### src/rtl/prio_arb_pkg.sv
// Shared definitions for the priority arbiter: FSM state encoding and
// default configuration constants.
// Optional feature macro: PRIO_ARB_RR_EN (round-robin selection).
package prio_arb_pkg;

    // Default number of request channels.
    localparam int DEF_N        = 4;

    // Default maximum consecutive grant cycles while others wait.
    localparam int DEF_MAX_HOLD = 8;

    // Width of the hold counter.
    localparam int HOLD_W       = 8;

    typedef enum logic {
        IDLE = 1'b0,
        BUSY = 1'b1
    } arb_state_e;

endpackage

### src/rtl/prio_arb_pick.sv
// Masked winner selection: scans the request vector starting at start_i,
// wrapping around, and returns the first active request as a one-hot
// vector and an index. With start_i = 0 this is a plain fixed-priority
// chain where the lowest index wins.
module prio_arb_pick
    import prio_arb_pkg::*;
#(
    parameter int N = DEF_N,
    parameter int W = $clog2(DEF_N)
) (
    input  logic [N-1:0] req_i,
    input  logic [W-1:0] start_i,
    output logic [N-1:0] gnt_o,
    output logic [W-1:0] idx_o,
    output logic         any_o
);

    // Rotating first-one search; the first hit in scan order wins.
    always_comb begin
        int         pos;
        logic [W-1:0] p;
        gnt_o = '0;
        idx_o = '0;
        any_o = 1'b0;
        pos   = 0;
        p     = '0;
        for (int k = 0; k < N; k++) begin
            pos = int'(start_i) + k;
            if (pos >= N) begin
                pos = pos - N;
            end
            p = pos[W-1:0];
            if (!any_o && req_i[p]) begin
                any_o    = 1'b1;
                gnt_o[p] = 1'b1;
                idx_o    = p;
            end
        end
    end

endmodule

### src/rtl/prio_arbiter.sv
// Hold-limited arbiter with registered one-hot grant.
// A channel keeps the grant while it requests, unless it has held the
// grant for MAX_HOLD cycles and someone else is waiting. Handover to the
// next winner is back-to-back with no idle cycle.
// Optional feature macro: PRIO_ARB_RR_EN selects round-robin search
// starting after the last owner; when undefined, lowest index wins.
module prio_arbiter
    import prio_arb_pkg::*;
#(
    parameter int N        = DEF_N,
    parameter int MAX_HOLD = DEF_MAX_HOLD,
    localparam int W       = $clog2(N)
) (
    input  logic         clk,
    input  logic         rst_n,
    input  logic [N-1:0] req,
    output logic [N-1:0] gnt,
    output logic [W-1:0] gnt_id,
    output logic         gnt_valid
);

    localparam logic [HOLD_W-1:0] HOLD_MAX = HOLD_W'(MAX_HOLD - 1);

    arb_state_e        state_q, state_d;
    logic [N-1:0]      gnt_q, gnt_d;
    logic [W-1:0]      gnt_id_q, gnt_id_d;
    logic              gnt_valid_q, gnt_valid_d;
    logic [HOLD_W-1:0] hold_q, hold_d;

    logic [N-1:0]      cand;
    logic [W-1:0]      start;
    logic [N-1:0]      pick_gnt;
    logic [W-1:0]      pick_idx;
    logic              pick_any;

    logic              owner_req;
    logic              others_req;
    logic              expired;

`ifdef PRIO_ARB_RR_EN
    logic [W-1:0]      last_q, last_d;

    // Round-robin search starts one past the most recent owner.
    always_comb begin
        if (last_q == W'(N - 1)) begin
            start = '0;
        end else begin
            start = last_q + W'(1);
        end
    end
`else
    assign start = '0;
`endif

    assign owner_req  = |(req & gnt_q);
    assign others_req = |(req & ~gnt_q);
    assign expired    = (hold_q == HOLD_MAX) && others_req;

    prio_arb_pick #(
        .N (N),
        .W (W)
    ) u_pick (
        .req_i   (cand),
        .start_i (start),
        .gnt_o   (pick_gnt),
        .idx_o   (pick_idx),
        .any_o   (pick_any)
    );

    // Next-state and next-grant selection for the IDLE/BUSY FSM.
    always_comb begin
        state_d     = state_q;
        gnt_d       = gnt_q;
        gnt_id_d    = gnt_id_q;
        gnt_valid_d = gnt_valid_q;
        hold_d      = hold_q;
        cand        = req;
`ifdef PRIO_ARB_RR_EN
        last_d      = last_q;
`endif
        case (state_q)
            IDLE: begin
                cand = req;
            end
            BUSY: begin
                // The owner is excluded both when it releases and when its
                // hold has expired; in the release case its bit is already low.
                cand = req & ~gnt_q;
                if (owner_req && !expired) begin
                    if (hold_q != HOLD_MAX) begin
                        hold_d = hold_q + HOLD_W'(1);
                    end
                end
            end
            default: begin
                cand = req;
            end
        endcase

        if ((state_q == IDLE) || !owner_req || expired) begin
            if (pick_any) begin
                state_d     = BUSY;
                gnt_d       = pick_gnt;
                gnt_id_d    = pick_idx;
                gnt_valid_d = 1'b1;
                hold_d      = '0;
`ifdef PRIO_ARB_RR_EN
                last_d      = pick_idx;
`endif
            end else begin
                state_d     = IDLE;
                gnt_d       = '0;
                gnt_id_d    = '0;
                gnt_valid_d = 1'b0;
                hold_d      = '0;
            end
        end
    end

    // State, grant and hold registers with synchronous active-low reset.
    always_ff @(posedge clk) begin
        if (!rst_n) begin
            state_q     <= IDLE;
            gnt_q       <= '0;
            gnt_id_q    <= '0;
            gnt_valid_q <= 1'b0;
            hold_q      <= '0;
        end else begin
            state_q     <= state_d;
            gnt_q       <= gnt_d;
            gnt_id_q    <= gnt_id_d;
            gnt_valid_q <= gnt_valid_d;
            hold_q      <= hold_d;
        end
    end

`ifdef PRIO_ARB_RR_EN
    // Round-robin pointer: after reset the search begins at channel 0.
    always_ff @(posedge clk) begin
        if (!rst_n) begin
            last_q <= W'(N - 1);
        end else begin
            last_q <= last_d;
        end
    end
`endif

    assign gnt       = gnt_q;
    assign gnt_id    = gnt_id_q;
    assign gnt_valid = gnt_valid_q;

endmodule

### config.mk
export PLATFORM = sky130hd
export DESIGN_NAME = prio_arbiter
export DESIGN_NICKNAME = d
export VERILOG_FILES = /design/src/rtl/prio_arb_pkg.sv /design/src/rtl/prio_arb_pick.sv /design/src/rtl/prio_arbiter.sv
export SDC_FILE = /design/constraint.sdc
export NUM_CORES = 1
export LEC_CHECK = 0
export BUFFER_PORTS_ARGS = -buffer_cell sky130_fd_sc_hd__buf_4
export CORE_MARGIN = 2
export CORE_UTILIZATION = 50
export CTS_BUF_LIST = sky130_fd_sc_hd__clkbuf_8 sky130_fd_sc_hd__clkbuf_16
export DETAILED_ROUTE_END_ITERATION = 10
export HOLD_SLACK_MARGIN = 0.15
export PLACE_DENSITY = 0.68
export SLEW_MARGIN = 5
export SYNTH_ARGS = -nofsm -noshare
export SYNTH_HDL_FRONTEND = slang
export SYNTH_SLANG_ARGS = --single-unit
export TNS_END_PERCENT = 10
### constraint.sdc
create_clock -name clk -period 4 [get_ports clk]
set_input_delay 0.6 -clock clk [delete_from_list [all_inputs] [get_ports clk]]
set_output_delay 0.6 -clock clk [all_outputs]
set_load 0.05 [all_outputs]
==> impl_metrics.py, run 1 <==
metrics = {
    "logic_synthesis": {
        "syn_inst": 91,
        "synth_seq_cells": 15,
        "synth_xor_area_share_pct": 4.21,
        "synth-compound-area-share_pct": 17.3,
        "syn-cell-area_um2": 832,
        "muxShareOfSynthArea_pct": 7.22,
        "yosys.area_share.simple_pct": 30.8,
        "ys.warnings.count": 0,
        "async_flop_share_pct": 0,
        "syn_nets": 98,
        "synth_edf_count": 0,
        "ys.flop_type": "dfxtp_1",
        "yosysSeqAreaShare_pct": 36.1,
        "synth_top_family_by_area": "simple AND/OR/NAND/NOR gates",
        "synth_cell_type_count": 35,
        "synthAdderAreaFrac_pct": 1.50,
        "syn-mean-instance-area_um2": 9.14,
    },
    "cts": {
        "hold_buffers": 0,
        "htreeDepth": 1,
        "insertion_delay_ns": 0.25,
        "tritoncts": "yes",
        "cts_buffers": 3,
        "cts_max_path_buffers": 2,
        "clk_pin_slew_ns": 0.06,
        "cts.root.buffer_cell": "clkbuf_8",
        "cts_resized": 0,
        "postCtsSetupBuffers": 0,
        "clock_sinks": 15,
    },
    "min_path": {
        "holdPathEnd": "gnt_id[1]",
        "min_from": "gnt_id[1]",
        "holdPathStages": 2,
        "hold_class": "reg2reg",
    },
    "sta": {
        "setup_tns_ns": 0,
        "fmax_mhz": 509,
        "drv_slew": 0,
        "finalHoldWorstSlack_ns": 0.467,
        "fin_crit_ns": 1.96,
        "rsz0062_at_grt": "no",
        "fin_crit_sh_pct": 49.1,
        "max-slew-margin-rel_pct": 64.7,
        "fin_skew_ns": 0.00144,
        "final-hold-violation-count": 0,
        "tightest_slew_ns": 0.527,
        "setup_viol": 0,
    },
    "route": {
        "ant_nets": 0,
        "routed_via_density": 5.69,
        "drc_errors": 0,
        "num_vias": 689,
        "drt_iter0_markers": 13,
        "dr.pass1.iters": 6,
        "wl_per_cell_um": 13.9,
        "drt_wl_total_mm": 1.68,
    },
    "global_routing": {
        "grt_pass1_wl_mm": 2.88,
        "grt_use_total_pct": 19.8,
        "first_global_vias": 653,
        "grt-ovfl-total": 0,
        "grt_antenna_before_repair": 0,
        "grt_max_degree": 14,
    },
    "placed_design": {
        "dp_hpwl_mm": 1.25,
        "dp.cells": 117,
        "io_buffers": 12,
        "finalWeightedCongestion": 0.749,
    },
    "floorplanning": {
        "dieArea_um2": 2010,
        "rows": 14,
        "die_h_um": 44.8,
        "die_width_um": 44.8,
        "core_area_um2": 1540,
        "ios": 13,
        "initial_utilization_pct": 54.0,
    },
    "critical_path": {
        "rr_startpoint": "hold_q[0]",
        "reg2reg_depth": 5,
        "cp_data_required_time_ns": 4.14,
        "reg2reg_to": "gnt_valid",
        "r2r_setup_slack_ns": 2.04,
        "arrival_ns": 2.10,
        "startpoint": "hold_q[0]",
        "cp-start-kind": "register",
        "critPathKind": "reg2reg",
        "worstPathMaxFanout": 7,
        "crit_path_end_kind": "register",
    },
    "finish": {
        "fin_cells": 121,
        "layout-drive-gt1-share_pct": 24.8,
        "finalCoreUtilization_pct": 62.7,
        "layout_common_cells": "nand2_1, dfxtp_1, buf_4",
        "area_growth_pct": 16.2,
        "nets": 113,
        "mostFrequentLayoutCell": "nand2_1",
        "fillers": 135,
        "n_antenna_cell": 0,
    },
    "flow_run": {
        "maxCapViolCount": 0,
    },
    "power_and_ir_drop": {
        "p_total_mw": 0.332,
        "ir_drop_v": 0.000197,
        "pwr_density_cell_nw_per_um2": 343,
        "leakagePower_nw": 0.360,
    },
    "status": {
        "status": "complete, no violations",
    },
}
sequential cells by signal, indices dropped and copies added, names as in the netlist:
name / count
gnt_id: 2
gnt: 4
gnt_valid: 1
hold_q: 8
layer usage:
| layer | vias to the layer above | global-route usage [%] | share of wire, % |
|---|---|---|---|
| met5 | - | 0 | 0 |
| met4 | 0 | 8.82 | 1.8 |
| met3 | 5 | 4.80 | 4.9 |
| met2 | 20 | 30.1 | 44 |
| met1 | 310 | 26.4 | 50 |
| li1 | 354 | - | - |
cell usage after synthesis, types with 2 or more instances:
cell | count | area (um^2)
a21bo_2 | 2 | 20.0
a21boi_0 | 3 | 22.5
a21oi_1 | 3 | 15.0
a22oi_1 | 2 | 15.0
dfxtp_1 | 15 | 300
mux2i_1 | 6 | 60.1
nand2_1 | 16 | 60.1
nand3_1 | 5 | 25.0
nor2_1 | 9 | 33.8
or2b_2 | 2 | 17.5
xor2_1 | 4 | 35.0
how the worst max path moves through the flow:
stage                      to  slack, ns  depth (start not counted)
detailed placement  gnt_id[1]       1.99                          5
CTS                 gnt_valid       2.06                          5
global placement       gnt[0]       2.02                          5
finish              gnt_valid       2.04                          5
global route        gnt_valid       1.94                          5
floorplan              gnt[3]       2.19                          5
cells by family after synthesis:
family | Yosys count
and+or+nand+nor | 45
AOI/OAI and AO/OA | 17
DFF | 15
muxes | 6
xor gates and xnor gates | 4
buffers and inverters | 3
adders and majority gates | 1
cell type report:
type	instances	area [um^2]	share of cell area, %
clock inverter	1	3.75	0.388
inverter	1	3.75	0.388
sequential	15	300	31.0
multi-input combinational	73	508	52.5
timing repair buffer	12	90.1	9.31
clock buffer	3	41.3	4.27
tap	16	20.0	2.07
per-stage QoR:
step | cell area (um^2) | worst slack [ns]
final | 967 | 2.04
after floorplan | 832 | 2.19
after detailed placement | 922 | 1.99
after global routing | 967 | 1.94
after CTS | 967 | 2.06
after global placement | 922 | 2.02
where the power goes:
group / switching [mW] / total, mW / leakage, nW / internal [mW]
combinational: 0.0319 / 0.0528 / 0.211 / 0.0209
sequential: 0.00476 / 0.159 / 0.122 / 0.154
clock: 0.0528 / 0.121 / 0.0269 / 0.0680
total: 0.0895 / 0.332 / 0.360 / 0.243
critical path: stages, from the launching register on:
cell and delay [ns]:
dfxtp_1 0.44, ha_1 0.29, nor4b_4 0.27, nand3_2 0.16
o21a_1 0.35, o31a_1 0.34
Power figures use the tool's default switching activity.
==> run 2: changes to the inputs <==
- clock period: 4 -> 2 ns (I/O delays scaled with it)
==> run 2 against run 1 <==
Routed wire length shrank 11%. Critical path type unchanged. Global-route usage is 1.1 points lower. Setup slack worse by 1.9 ns. First-iteration DRC count fell by 23%. Clock skew hardly changed. Die area is the same. Critical path depth did not move. Highest routed layer unchanged.
==> impl_metrics.py, run 2 (synthesized netlist as in run 1, its figures left out) <==
metrics = {
    "global_routing": {
        "grt_pass1_wl_mm": 2.66,
        "grt_max_degree": 14,
        "grt_antenna_before_repair": 0,
        "grt_use_total_pct": 18.6,
        "grt-ovfl-total": 0,
        "first_global_vias": 593,
    },
    "finish": {
        "layout-drive-gt1-share_pct": 25.5,
        "stdcell_area_um2": 975,
        "max_flop_register": "hold_q",
        "mostFrequentLayoutCell": "nand2_1",
        "nets": 114,
        "area_growth_pct": 17.1,
        "n_antenna_cell": 0,
        "largest_register_ffs": 8,
        "layout_common_cells": "nand2_1, dfxtp_1, buf_4",
    },
    "placed_design": {
        "placed_area_um2": 930,
        "io_buffers": 12,
        "dp_hpwl_mm": 1.19,
        "finalWeightedCongestion": 0.753,
    },
    "cts": {
        "cts_resized": 0,
        "postCtsSetupBuffers": 0,
        "clk_pin_slew_ns": 0.05,
        "insertion_delay_ns": 0.24,
        "cts_buffers": 3,
        "htreeDepth": 1,
        "cts.root.buffer_cell": "clkbuf_8",
        "tritoncts": "yes",
        "cts_max_path_buffers": 2,
        "clock_sinks": 15,
        "hold_buffers": 0,
    },
    "sta": {
        "max-slew-margin-rel_pct": 66.2,
        "rsz0062_at_grt": "no",
        "fmax_mhz": 537,
        "fin_crit_sh_pct": 93.2,
        "fin_crit_ns": 1.86,
        "final-hold-violation-count": 0,
        "setup_tns_ns": 0,
        "tightest_slew_ns": 0.501,
        "setup_viol": 0,
        "fin_skew_ns": 0.00172,
        "drv_slew": 0,
    },
    "critical_path": {
        "arrival_ns": 2.00,
        "worstPathMaxFanout": 7,
        "crit_path_end_kind": "register",
        "cp-start-kind": "register",
        "critPathKind": "reg2reg",
        "crit_buf_inv": 0,
        "critical_path.cell_chain": "ha_1, nor4b_4, nand3_2, o21a_1, o31a_1",
        "crit_family": "compound AO/OA/AOI/OAI gates",
        "cp_data_required_time_ns": 2.13,
        "slowest_delay_ns": 0.41,
        "critical_path.slowest_cell": "dfxtp_1",
    },
    "power_and_ir_drop": {
        "ir_drop_v": 0.000555,
        "p_switching_mw": 0.166,
        "p_clk_share_pct": 35.3,
        "p_int_mw": 0.486,
        "leakagePower_nw": 0.364,
        "power_frac_comb_pct": 16.1,
        "swShare_pct": 25.4,
        "p_seq_share_pct": 48.6,
        "pwr_density_cell_nw_per_um2": 669,
    },
    "floorplanning": {
        "core_area_um2": 1540,
        "rows": 14,
        "ios": 13,
        "initial_utilization_pct": 54.0,
        "die_h_um": 44.8,
        "dieArea_um2": 2010,
        "die_width_um": 44.8,
    },
    "route": {
        "drt_wl_total_mm": 1.50,
        "dr.pass1.iters": 4,
        "drt_iter0_markers": 10,
        "routed_via_density": 5.39,
        "num_vias": 657,
        "drc_errors": 0,
        "wl_per_cell_um": 12.3,
        "ant_nets": 0,
    },
    "status": {
        "status": "complete, no violations",
    },
    "min_path": {
        "hold_class": "in2reg",
    },
    "flow_run": {
        "maxCapViolCount": 0,
    },
}
[run 2: cell types whose count changed in the layout (fill, tap and decap cells not counted)]
cell and delta:
buf_4 +1
[run 2: layout make-up]
class / instances / area (um^2)
tap: 16 / 20.0
inverter: 1 / 3.75
sequential: 15 / 300
clock inverter: 1 / 3.75
clock buffer: 3 / 41.3
timing repair buffer: 13 / 97.6
multi-input combinational: 73 / 508
fill: 142 / 567
[run 2: power by group through the flow]
| stage | sequential (mW) | combinational, mW | clock (mW) |
|---|---|---|---|
| detailed placement | 0.323 | 0.105 | 0 |
| global placement | 0.323 | 0.105 | 0 |
| global route | 0.318 | 0.113 | 0.260 |
| finish | 0.317 | 0.105 | 0.230 |
| floorplan | 0.348 | 0.0503 | 0 |
| CTS | 0.317 | 0.105 | 0.240 |
[run 2: through the flow]
stage               total power [mW]  hold slack [ns]  utilization [%]  cells  setup slack (ns)
floorplan                      0.398            0.466                -     91             0.195
global placement               0.427            0.453             60.3    118             0.221
detailed placement             0.428            0.462             60.3    118             0.157
CTS                            0.662            0.354             63.2    122             0.156
global route                   0.690            0.359             63.2    122            0.0389
finish                         0.652            0.361             63.2    122             0.137
[run 2: final timing paths]
check | from | endpoint | cells after the start | slack [ns]
min | rst_n | gnt_valid | 2 | 0.36
min reg2reg | gnt_id[0] | gnt_id[0] | 2 | 0.46
max | hold_q[0] | gnt_valid | 5 | 0.14
max reg2reg | hold_q[0] | gnt_valid | 5 | 0.14
[run 2: layer usage]
metal	part of all wire, %	track usage [%]
met5	0	0
met4	0.60	7.06
met3	5.8	7.20
met2	43	25.8
met1	51	26.1
